<file path="src/rtl/fb_scanout.sv">
// fb_scanout: 640x480@60 VGA scanout of a 2bpp 320x240 frame buffer, each buffer pixel
// drawn as a 2x2 block, with fixed palette, pixel-aligned syncs and a per-frame tick.
module fb_scanout #(
    parameter int FB_W       = 320,
    parameter int FB_H       = 240,
    parameter int ADDR_WIDTH = 17,
    parameter int DATA_WIDTH = 2,
    parameter int H_DISPLAY  = 640,
    parameter int H_FP       = 16,
    parameter int H_SYNC     = 96,
    parameter int H_BP       = 48,
    parameter int V_DISPLAY  = 480,
    parameter int V_FP       = 10,
    parameter int V_SYNC     = 2,
    parameter int V_BP       = 33
) (
    input  logic                  clk,
    input  logic                  reset_n,
    output logic [ADDR_WIDTH-1:0] addr_b,
    input  logic [DATA_WIDTH-1:0] dout_b,
    output logic                  hsync,
    output logic                  vsync,
    output logic                  video_on,
    output logic [7:0]            rgb,
    output logic                  frame_tick
);
    localparam int H_TOTAL = H_DISPLAY + H_FP + H_SYNC + H_BP;
    localparam int V_TOTAL = V_DISPLAY + V_FP + V_SYNC + V_BP;
    localparam int HW = $clog2(H_TOTAL);
    localparam int VW = $clog2(V_TOTAL);

    if (2 ** ADDR_WIDTH < FB_W * FB_H) begin : g_addr_check
        $error("ADDR_WIDTH too small for frame buffer");
    end

    logic                  p_tick;
    logic [HW-1:0]         h_cnt;
    logic [VW-1:0]         v_cnt;
    logic [ADDR_WIDTH-1:0] row_base;
    logic                  h_end, v_end, active;
    logic [7:0]            colour;

    assign h_end  = h_cnt == HW'(H_TOTAL - 1);
    assign v_end  = v_cnt == VW'(V_TOTAL - 1);
    assign active = (h_cnt < HW'(H_DISPLAY)) && (v_cnt < VW'(V_DISPLAY));
    assign addr_b = active ? row_base + ADDR_WIDTH'(h_cnt >> 1) : row_base;
    assign colour = dout_b == 2'd0 ? 8'h00 :
                    dout_b == 2'd1 ? 8'hFF :
                    dout_b == 2'd2 ? 8'h1C : 8'hE0;

    // dout_b seen on a tick edge belongs to the counter state that edge ends,
    // so all registered outputs describe the previous pixel together.
    always_ff @(posedge clk or negedge reset_n) begin
        if (!reset_n) begin
            p_tick     <= 1'b0;
            h_cnt      <= '0;
            v_cnt      <= '0;
            row_base   <= '0;
            hsync      <= 1'b1;
            vsync      <= 1'b1;
            video_on   <= 1'b0;
            rgb        <= 8'h00;
            frame_tick <= 1'b0;
        end else begin
            p_tick     <= !p_tick;
            frame_tick <= p_tick && h_end && v_cnt == VW'(V_DISPLAY - 1);
            if (p_tick) begin
                h_cnt    <= h_end ? '0 : h_cnt + HW'(1);
                video_on <= active;
                hsync    <= !(h_cnt >= HW'(H_DISPLAY + H_FP) && h_cnt < HW'(H_DISPLAY + H_FP + H_SYNC));
                vsync    <= !(v_cnt >= VW'(V_DISPLAY + V_FP) && v_cnt < VW'(V_DISPLAY + V_FP + V_SYNC));
                rgb      <= active ? colour : 8'h00;
                if (h_end) begin
                    v_cnt    <= v_end ? '0 : v_cnt + VW'(1);
                    row_base <= v_end ? '0 :
                                (v_cnt[0] && v_cnt < VW'(V_DISPLAY - 1)) ? row_base + ADDR_WIDTH'(FB_W) : row_base;
                end
            end
        end
    end
endmodule

</file>
<file path="config.mk">
export PLATFORM = sky130hd
export DESIGN_NAME = fb_scanout
export DESIGN_NICKNAME = d
export VERILOG_FILES = /design/src/rtl/fb_scanout.sv
export SDC_FILE = /design/constraint.sdc
export NUM_CORES = 1
export LEC_CHECK = 0
export ABC_AREA = 1
export CORE_UTILIZATION = 54
export CTS_CLUSTER_DIAMETER = 150
export DETAILED_ROUTE_END_ITERATION = 8
export GPL_TIMING_DRIVEN = 0
export HOLD_SLACK_MARGIN = 0.12
export PLACE_DENSITY = 0.74
export SYNTH_ARGS = -nofsm -noshare
export SYNTH_HDL_FRONTEND = slang
export SYNTH_SLANG_ARGS = --single-unit
</file>
<file path="constraint.sdc">
create_clock -name clk -period 1.97 [get_ports clk]
set_input_delay 0.394 -clock clk [delete_from_list [all_inputs] [get_ports clk]]
set_output_delay 0.394 -clock clk [all_outputs]
set_load 0.005 [all_outputs]
</file>
==> impl_metrics.json <==
{
  "syn_avg_cell_area_sq_um": 7.193,
  "coreArea_sq_um": 4817,
  "layout-drive-gt1-share_pct": 30.55,
  "synth_edf_count": 0,
  "root_buffer": "clkbuf_8",
  "insertion_delay_ns": 0.30,
  "layout.cells.most_common": "nand2_1",
  "muxShareOfSynthArea_pct": 0,
  "critical-path-max-stage-delay_ns": 0.44,
  "arrival_ns": 1.83,
  "cpMaxStageDelayCell": "dfrtp_2",
  "cts_sinks": 39,
  "die_y_um": 73.33,
  "antenna_found_initial": 0,
  "ys_warn_count": 0,
  "async_flop_share_pct": 100.0,
  "setup_slack_ns": -0.2535,
  "place_ws_ns": -0.5047,
  "synth_cell_type_count": 36,
  "r2r-end": "row_base[11]$_DFFE_PN0P_",
  "finalMaxSlewViolations": 0,
  "dp.cells": 482,
  "min_period_over_period_pct": 112.9,
  "dieArea_sq_um": 5377,
  "rsz0062_at_grt": "true",
  "synth_seq_cells": 39,
  "cts.reportedPaths.clkPinSlew_ns": 0.08,
  "violations": "setup timing",
  "cp.required_ns": 1.58,
  "track_usage_pct": 27.10,
  "layout.nets": 469,
  "cts_tree": "done",
  "tns_ns": -1.760,
  "power_mw": 1.587,
  "synth_top_family_by_area": "simple AND/OR/NAND/NOR gates",
  "synth_compound_area_share_pct": 8.424,
  "viasPerCell": 5.287,
  "dp_hpwl_um": 4571,
  "via_count": 2760,
  "cp_cell_sequence": "ha_4 -> inv_2 -> o21ai_2 -> buf_4 -> nand3_2 -> xor2_1 -> buf_2",
  "r2r_cells": 9,
  "regArea_sq_um": 987.2,
  "run_status": "finished with violations",
  "fin_cells": 522,
  "ys_seq_area_share_pct": 35.61,
  "layout_common_cells": "nand2_1 (92), inv_1 (49), nor2_1 (32)",
  "p_leak_nw": 1.747,
  "relSlewSlack_pct": 66.56,
  "die_x_um": 73.33,
  "synth_nets": 397,
  "period_needed_ns": 2.224,
  "worst_slew_pin_slew_ns": 0.4978,
  "syn_inst": 382,
  "powerDensity_nw_per_um2": 436.4,
  "rows": 25,
  "cp-endpoint": "addr_b[11]",
  "timing_hold_violations_final": 0,
  "post_drt_wl_per_cell_um": 13.56,
  "netlist_area_sq_um": 2748,
  "critPathLaunchType": "flip-flop",
  "critPathLaunch": "h_cnt[9]$_DFFE_PN0P_",
  "gr-total-overflow": 0,
  "crit_cells": 7,
  "worstSetupPathType": "reg -> out",
  "postLayoutCoreUtil_pct": 75.51,
  "drt_iter0_markers": 259,
  "reg2reg_slack_ns": 0.14,
  "wirelength_um": 7079,
  "path_max_fanout": 4,
  "synth-adder-area-share_pct": 5.009,
  "multi_input_area_sq_um": 1622,
  "crit_path_end_kind": "output pin",
  "stdcell_area_sq_um": 3637,
  "fmax_mhz": 449.7,
  "fillCellCount": 380,
  "remaining_drc_errors": 0,
  "port-buffer-count": 32,
  "grt_pass1_vias": 2465,
  "ys.flop_type": "dfrtp_1",
  "placed_area_sq_um": 3174,
  "num_io_pins": 33,
  "gp_congestion": 0.9046,
  "r2r-start": "v_cnt[0]$_DFFE_PN0P_",
  "yosys.area_share.simple_pct": 35.75,
  "num_antenna_cells": 0,
  "hold_class": "reg -> reg",
  "grt_pass1_wl_um": 11070,
  "path_buf_inv": 3,
  "start_util_pct": 57.04,
  "first_pass_iters": 5,
  "maxCapViolations": 0,
  "fin_skew_ns": 0.009699,
  "ant_nets": 0,
  "clk_path_buf_depth": 2,
  "grt_max_degree": 21,
  "critical-path-top-delay-family": "flip-flops",
  "cts-htree-levels": 2,
  "setup_viol": 11,
  "area_growth_pct": 32.38,
  "cts_buffers": 5,
  "synth-xor-area-share_pct": 4.144,
  "ir_drop_uv": 439.9,
  "hold-worst-slack_ns": 0.5045
}
## power breakdown
part / total [mW] / switching [mW] / internal (mW)
sequential: 0.809 / 0.00454 / 0.805
combinational: 0.0782 / 0.0311 / 0.0470
clock: 0.700 / 0.290 / 0.410
## metal layers
| metal | share of wire, % | track usage (%) |
|---|---|---|
| met3 | 6.6 | 5.350 |
| met2 | 48 | 45.37 |
| met1 | 42 | 34.50 |
| met4 | 2.8 | 10.68 |
| met5 | 0 | 0 |
## final cells by class
| cell class | instances | area share, % |
|---|---|---|
| Buffer | 8 | 1.892 |
| Inverter | 59 | 6.158 |
| Tap cell | 67 | 2.305 |
| Timing Repair Buffer | 66 | 14.69 |
| Clock inverter | 2 | 0.9632 |
| Clock buffer | 6 | 2.270 |
| Multi-Input combinational cell | 275 | 44.58 |
| Sequential cell | 39 | 27.14 |
## Yosys cell counts (7+ instances only)
cell type  instances  share of area (%)
a21oi_1            7                1.3
dfrtp_1           37                 34
ha_1              11                5.0
inv_1             51                7.0
inv_2              7               0.96
nand2_1           96                 13
nand3_1           35                6.4
nor2_1            36                4.9
nor2_2            10                2.3
nor3_1             8                1.5
o21ai_0           19                3.5
o21ai_1            7                1.3
xor2_1            11                3.5
## repair_timing
| item | CTS | global route |
|---|---|---|
| hold buffers | 1 | 0 |
| endpoints found under the setup margin | 17 | 21 |
| resized for setup | 98 | 18 |
| endpoints found under the hold margin | 17 | 0 |
| buffers inserted | 24 | 8 |
| pin swaps | 19 | 15 |
## worst reg2reg max path: stages, from the launching register on
cell and delay [ns]:
dfrtp_1 0.42, inv_1 0.15, ha_1 0.23, inv_1 0.06
nor2_1 0.18, nand4_4 0.20, nand2_1 0.14, nand3_2 0.16
nand2_1 0.11, o21ai_1 0.07
## how the worst min path moves through the flow
stage                    startpoint                    to  cells after the start
2_1_floorplan               reset_n  frame_tick$_DFF_PN0_                      0
3_3_place_gp   video_on$_DFFE_PN0P_  video_on$_DFFE_PN0P_                      2
3_5_place_dp                reset_n  v_cnt[8]$_DFFE_PN0P_                      1
4_1_cts        video_on$_DFFE_PN0P_  video_on$_DFFE_PN0P_                      2
5_1_grt        video_on$_DFFE_PN0P_  video_on$_DFFE_PN0P_                      2
6_report       video_on$_DFFE_PN0P_  video_on$_DFFE_PN0P_                      2
## registers in the layout (all words and copies together) (netlist names)
signal	flops
frame_tick	1
row_base	11
hsync	1
rgb	3
p_tick	1
h_cnt	10
v_cnt	10
video_on	1
vsync	1
## logic make-up (layout without fill, tap and decap cells)
kind of cell / after synthesis / after routing
and+or+nand+nor: 210 / 210
buffers and inverters: 68 / 141
AOI/OAI and AO/OA: 41 / 41
DFF: 39 / 39
xor gates and xnor gates: 13 / 13
adders and majority gates: 11 / 11
Power figures use the tool's default switching activity.
